File: src/rtl/fsk_modulator_nco.sv
// Continuous-phase binary FSK modulator built on a phase-accumulator NCO.
// Each accepted bit is sent as sym_len samples of a sine whose frequency is
// set by tw_mark or tw_space. Back-to-back bits keep the phase running.
module fsk_modulator_nco #(
  parameter int DW     = 8,
  parameter int PW     = 16,
  parameter int LUT_AW = 5,
  parameter int SW     = 16
) (
  input  logic          clk,
  input  logic          reset,
  input  logic          sample_en,
  input  logic          bit_valid,
  input  logic          bit_data,
  output logic          bit_ready,
  input  logic [PW-1:0] tw_mark,
  input  logic [PW-1:0] tw_space,
  input  logic [SW-1:0] sym_len,
  output logic [DW-1:0] saida,
  output logic          busy
);

  localparam int LUT_N = 2 ** LUT_AW;
  localparam logic [DW-1:0] MID = {1'b1, {(DW-1){1'b0}}};

  typedef enum logic {
    IDLE = 1'b0,
    RUN  = 1'b1
  } state_t;

  // One full sine period in offset binary, rounded half away from zero.
  function automatic logic [DW-1:0] lut_val(input int k);
    real amp;
    real a;
    real r;
    amp = (2.0 ** (DW - 1)) - 1.0;
    a   = amp * $sin(2.0 * 3.14159265358979323846 * k / LUT_N);
    if (a >= 0.0) begin
      r = $floor(a + 0.5);
    end else begin
      r = -$floor(-a + 0.5);
    end
    return DW'((2 ** (DW - 1)) + $rtoi(r));
  endfunction

  logic [DW-1:0] lut_s [LUT_N];

  for (genvar k = 0; k < LUT_N; k++) begin : g_lut
    assign lut_s[k] = lut_val(k);
  end

  state_t        state_r;
  state_t        state_nxt_s;
  logic [PW-1:0] phase_r;
  logic [SW-1:0] cnt_r;
  logic          bit_r;
  logic [PW-1:0] twm_r;
  logic [PW-1:0] tws_r;
  logic [DW-1:0] saida_r;

  logic          tick_s;
  logic          last_s;
  logic          accept_s;
  logic [PW-1:0] tw_s;
  logic [SW-1:0] cnt_load_s;

  // Handshake and datapath decode; the next bit is taken on the final tick.
  always_comb begin
    tick_s     = (state_r == RUN) && sample_en;
    last_s     = tick_s && (cnt_r == '0);
    bit_ready  = (state_r == IDLE) || last_s;
    accept_s   = bit_valid && bit_ready;
    // The symbol's frequency is fixed by the bit and words captured at acceptance.
    tw_s       = bit_r ? twm_r : tws_r;
    // A zero length still produces one sample.
    cnt_load_s = (sym_len == '0) ? '0 : (sym_len - SW'(1));
  end

  // Next-state logic for the IDLE/RUN controller.
  always_comb begin
    state_nxt_s = state_r;
    case (state_r)
      IDLE: begin
        if (accept_s) begin
          state_nxt_s = RUN;
        end else begin
          state_nxt_s = IDLE;
        end
      end
      RUN: begin
        if (last_s && !accept_s) begin
          state_nxt_s = IDLE;
        end else begin
          state_nxt_s = RUN;
        end
      end
      default: state_nxt_s = IDLE;
    endcase
  end

  // State, symbol capture, NCO phase, symbol counter and output sample.
  always_ff @(posedge clk) begin
    if (reset) begin
      state_r <= IDLE;
      phase_r <= '0;
      cnt_r   <= '0;
      bit_r   <= 1'b0;
      twm_r   <= '0;
      tws_r   <= '0;
      saida_r <= MID;
    end else begin
      state_r <= state_nxt_s;
      if (accept_s) begin
        bit_r <= bit_data;
        twm_r <= tw_mark;
        tws_r <= tw_space;
      end
      if (state_r == IDLE) begin
        phase_r <= '0;
        saida_r <= MID;
        if (accept_s) begin
          cnt_r <= cnt_load_s;
        end
      end else if (tick_s) begin
        saida_r <= lut_s[phase_r[PW-1 -: LUT_AW]];
        if (cnt_r == '0) begin
          if (accept_s) begin
            // Continuous-phase hand-over: keep accumulating, new word applies next tick.
            phase_r <= phase_r + tw_s;
            cnt_r   <= cnt_load_s;
          end else begin
            phase_r <= '0;
            cnt_r   <= '0;
          end
        end else begin
          phase_r <= phase_r + tw_s;
          cnt_r   <= cnt_r - SW'(1);
        end
      end
    end
  end

  assign saida = saida_r;
  assign busy  = (state_r == RUN);

endmodule

File: config.mk
export PLATFORM = sky130hd
export DESIGN_NAME = fsk_modulator_nco
export DESIGN_NICKNAME = d
export VERILOG_FILES = /design/src/rtl/fsk_modulator_nco.sv
export SDC_FILE = /design/constraint.sdc
export NUM_CORES = 1
export LEC_CHECK = 0
export CAP_MARGIN = 20
export CORE_ASPECT_RATIO = 1.1
export CORE_MARGIN = 1
export CORE_UTILIZATION = 30
export CTS_BUF_LIST = sky130_fd_sc_hd__clkbuf_8
export DETAILED_ROUTE_END_ITERATION = 10
export PLACE_DENSITY = 0.48
export SYNTH_ARGS = -nofsm -noshare
export SYNTH_HDL_FRONTEND = slang
export SYNTH_SLANG_ARGS = --single-unit
File: constraint.sdc
create_clock -name clk -period 5.8 [get_ports clk]
set_input_delay 1.16 -clock clk [delete_from_list [all_inputs] [get_ports clk]]
set_output_delay 1.16 -clock clk [all_outputs]
set_load 0.02 [all_outputs]
# After elaboration in Yosys (flattened, before gate mapping)

Memory sizes are Yosys's and may differ from the RTL's. A register that Yosys moved wholly into a read port is not among the register bits.
Index checks and enable logic that the tools add are counted.

Flip-flop bits (word level): 66
Bits in latches: 0
Bits in writable memories: 0
Bits in read-only memories: 256
Input port bits: 53
Word-level logic and storage cells: 36
Memories kept: 1

Memory list:

| name            | words | width | rd ports | clocked after memory_dff | wr ports | RTL line | text |
|---|---|---|---|---|---|---|---|
| (no name shown) | 32    | 8     | 1        | 1                        | 0        | 125      | `saida_r <= lut_s[phase_r[PW-1 -: LUT_AW]];` |

Add/subtract/negate cells: 3
Multiply operators: 0
Divide/modulo/power cells: 0
Order comparisons: 0
Equal/unequal tests: 1
Shift operators: 0
Mux-type cells: 12
Bitwise gates (word level): 2
Reductions and logical operators: 11

Operators with widths:

| kind                    | count |
|---|---|
| $mux W16                | 9 |
| $logic_not A16 Y1       | 2 |
| $sub A16 B1 Y16 const B | 2 |
| $add A16 B16 Y16        | 1 |
| $not A5 Y6              | 1 |
| $logic_and A1 B1 Y1     | 4 |
| $mux W1                 | 2 |
| $ne A2 B1 Y1 const B    | 1 |
| $pmux W1 S2             | 1 |
| $reduce_and A2 Y1       | 1 |
| $reduce_bool A2 Y1      | 1 |
| $reduce_or A2 Y1        | 1 |
| $logic_not A1 Y1        | 1 |
| $logic_or A1 B1 Y1      | 1 |
| $not A1 Y1              | 1 |

# Logic depth before layout (Yosys ltp)

Depth in word-level cells: 8
Mapped depth: 11
Depth with buffers taken out: 10

# Least setup slack after synthesis

Ideal clock, no wire load.

Path type: input -> register
Start point: input sym_len[9]
End point: register cnt_r[11]
Setup time: 0.122 ns
Data arrival time: 2.903 ns
Data required time: 5.678 ns
Setup slack: 2.775 ns
Stages: 7
Buffers on the path: 1
Cell sequence: or3_1 or4_1 nor3b_2 or3_1 buf_2 nor2_1 a221o_1

Cells in the longest elaborated chain, start to end: 6
Elaborated cells on any way between the ends: 8
Those cells by class: add/sub (1); mux (6); reduce/logical (1)

RTL lines:

| element                                              | RTL line | text |
|---|---|---|
| start: declaration                                   | 18       | `input logic [SW-1:0] sym_len,` |
| $sub A16 B1 Y16 or $logic_not A16 Y1 (tied branches) | 76       | `cnt_load_s = (sym_len == '0) ? '0 : (sym_len - SW'(1));` |
| $mux W16 *                                           | 76       |  |
| $mux W16                                             | 127      | `if (accept_s) begin` |
| $mux W16                                             | 126      | `if (cnt_r == '0) begin` |
| $mux W16                                             | 124      | `end else if (tick_s) begin` |
| $mux W16 *                                           | 118      | `if (state_r == IDLE) begin` |
| end signal: assignment                               | 122      | `cnt_r <= cnt_load_s;` |
| end signal: assignment                               | 130      | `cnt_r <= cnt_load_s;` |
| end signal: assignment                               | 137      | `cnt_r <= cnt_r - SW'(1);` |
| end: declaration                                     | 55       | `logic [SW-1:0] cnt_r;` |

Mark *: on every way between the ends. The rest lies on a longest branch, timed or not. The select of a mux whose other input is x is not followed.
A chain may end at the register's enable or synchronous reset.

# Worst setup path after layout

Start point: register cnt_r[0]
End point: output bit_ready

Cells in the longest elaborated chain, start to end: 3

RTL lines:

| element             | RTL line | text |
|---|---|---|
| $logic_not A16 Y1   | 70       | `last_s = tick_s && (cnt_r == '0);` |
| $logic_and A1 B1 Y1 | 70       |  |
| $logic_or A1 B1 Y1  | 71       | `bit_ready = (state_r == IDLE) \|\| last_s;` |
| end: declaration    | 15       | `output logic bit_ready,` |

Every way passes these cells.

==> key figures <==
Status
  – Status: complete, but fails checks
  – Violated checks: design-rule violations

Job
  – Max cap viols: 0

Logic synthesis
  – Post-synth EDFFs: 0
  – Synth area leader: dfxtp_1
  – Top post-synthesis cells by area: dfxtp_1, nand2_1, a21oi_1
  – Syn Nets: 640
  – Syn avg cell area: 7.80 um^2
  – Cell count after synthesis: 564
  – Sequential area share after synthesis: between 30 and 40%
  – Synth Flop Type: dfxtp_1
  – Cell variety after synth: 52
  – Yosys top cell area share: 33.7%
  – Yosys reg bits: 74
  – Most common cell in the netlist: nand2_1
  – Synth Cell Area: 4400 um^2
  – Synth top cells by count: nand2_1, dfxtp_1, a21oi_1
  – Post-synth ARST share: 0%
  – YS warnings: 0

Place
  – HPWL Detailed: roughly 8.4 mm
  – IO Port Bufs: 62
  – RD Place Congestion: 0.824

Clock tree
  – Number of CTS-inserted buffers: 9
  – Clk_lat worst skew: between 0.3 and 0.4 ns
  – CTS tree: yes
  – Clock Tree Buf Depth: 2
  – Clock Pin Slew Worst Setup and Hold Paths: 0.08 ns
  – Setup bufs post-CTS: 0
  – Root Buffer: clkbuf_8
  – Resized cells post-CTS: 0
  – Clock sinks: 74
  – CTS H-tree lvls: 3
  – Hold_buf cts: 0

Routing
  – Via count: 4055
  – DRC violations left: 1
  – DRT antenna net count: 0
  – Routed wire length per instance: between 10 and 15 um
  – Iter 0 DRT Violations: 150
  – Router iterations before antenna repair: 7
  – Via density: 4.99
  – Routed wire length: 11.4 mm

Floorplan
  – Rows: 46
  – Starting Density: 30.6%
  – CORE AREA: 14400 um^2
  – Die W: around 120 um
  – IO Pins: 63
  – Die H: 129 um
  – DIE AREA: 15200 um^2

Global routing
  – Largest net degree at the start of global routing: 44
  – Vias in the first global route: 3914
  – First-pass GRT wire length: 18.9 mm
  – Antenna violations before repair: 0
  – Tot GR Track Use: 15.7%
  – GR Overflow Total: 0

Hold path
  – Hold Path Sink: twm_r[6]
  – Min-delay src: twm_r[6]
  – Worst min path class: reg2reg
  – WHS Path Cells: 2

Setup path
  – R2r setup slk: 2.25 ns
  – Setup crit end kind: primary output
  – R2r worst-path depth: 10
  – Worst Path Arrival: 2.90 ns
  – FF-to-FF Start: bit_r
  – Crit-path max FO: 6
  – Startpoint types: flip-flop
  – Setup CP Type: reg2out
  – Worst R2R End: phase_r[14]
  – Setup crit start: cnt_r[0]
  – Critical path required time: 4.64 ns

Timing
  – Endpoints failing setup: 0
  – Max Fclk: 0.246 GHz
  – Tmin final: 4.06 ns
  – Final Hold Fails: 0
  – Post-route clock period utilization: 69.9%
  – Worst Max-Slew Pin Slew: 0.850 ns
  – Slew margin rel.: 43.2%
  – Clock Skews: 0.00934 ns
  – Setup_tns: 0 ns
  – RSZ-0062 raised after global routing: no
  – Final Max Slew Viols: 0

Pwr
  – Worst VDD drop: 90.8 uV
  – Power Dens Cells: 230 nW/um^2
  – P_leak: 0.00199 uW

Finish
  – Final Util: 37.5%
  – Area grow syn2layout: 22.6%
  – # diodes: 0
  – Layout cells sized above 1: 6.77%
  – Final nets: 691
-- worst max-delay path by stage --
stage,to,slack (ns)
after global placement,bit_ready,1.85
after floorplan,cnt_r[11],2.77
after CTS,bit_ready,1.74
after detailed placement,bit_ready,1.82
final,bit_ready,1.74
after global routing,bit_ready,1.56
-- layout by cell type, fill, tap and decap left out, types with 15 or more instances in the layout --
cell type | synthesis | layout
nand2_1 | 97 | 97
dfxtp_1 | 74 | 74
a21oi_1 | 69 | 69
clkdlybuf4s50_1 | 0 | 62
nor2_1 | 42 | 42
o21ai_0 | 32 | 32
nor3_1 | 24 | 24
ha_1 | 22 | 22
inv_1 | 18 | 19
mux2_2 | 16 | 16
xnor2_1 | 15 | 15
-- cell type report --
cell class,count,area [um^2]
fill,1538,8990
multi-input combinational,446,2740
sequential,74,1480
timing repair buffer,66,671
tap,192,240
clock buffer,9,124
clock inverter,7,70.1
inverter,18,67.6
-- metrics by stage --
stage / area, um^2 / worst slack, ns / cells / hold slack [ns] / total power, uW
after floorplan: 4400 / 2.77 / 564 / 0.433 / 743
after global placement: 5170 / 1.85 / 795 / 0.442 / 833
after detailed placement: 5170 / 1.82 / 795 / 0.445 / 837
after CTS: 5370 / 1.74 / 811 / 0.458 / 1260
after global routing: 5400 / 1.56 / 812 / 0.468 / 1310
final: 5400 / 1.74 / 812 / 0.455 / 1240
-- where the power goes --
group,total (uW),internal [uW],switching [uW]
clock network,412,198,214
registers,566,538,27.6
logic,262,119,143
-- flip-flops by register name (all words and copies together) (netlist names) --
name / count
saida: 8
cnt_r: 16
busy: 1
twm_r: 16
phase_r: 16
bit_r: 1
tws_r: 16
-- critical path, stage by stage, from the launching register on --
cell and delay, ns:
dfxtp_1 0.34, inv_1 0.07, ha_1 0.22, nor4b_2 0.34, nand4_2 0.26, or3_4 0.42, o21ai_2 0.23, clkdlybuf4s50_1 0.65
-- logic make-up (layout without fill, tap and decap cells) --
| group | Yosys count | count (layout) | share of synthesized area (%) |
|---|---|---|---|
| adders and majority gates | 23 | 23 | 6.71 |
| AOI/OAI and AO/OA | 161 | 161 | 22.4 |
| xor gates and xnor gates | 25 | 25 | 4.98 |
| DFF | 74 | 74 | 33.7 |
| muxes | 21 | 21 | 5.52 |
| buffers and inverters | 44 | 100 | 4.04 |
| and+or+nand+nor | 216 | 216 | 22.7 |
-- metal layers --
| metal | up-vias | wire (um) | GRT usage, % |
|---|---|---|---|
| li1 | 2109 | - | - |
| met1 | 1858 | 5090 | 17.8 |
| met2 | 67 | 5660 | 28.1 |
| met3 | 21 | 274 | 2.51 |
| met4 | 0 | 367 | 9.35 |
| met5 | - | 0 | 0 |
Power figures use the tool's default switching activity.
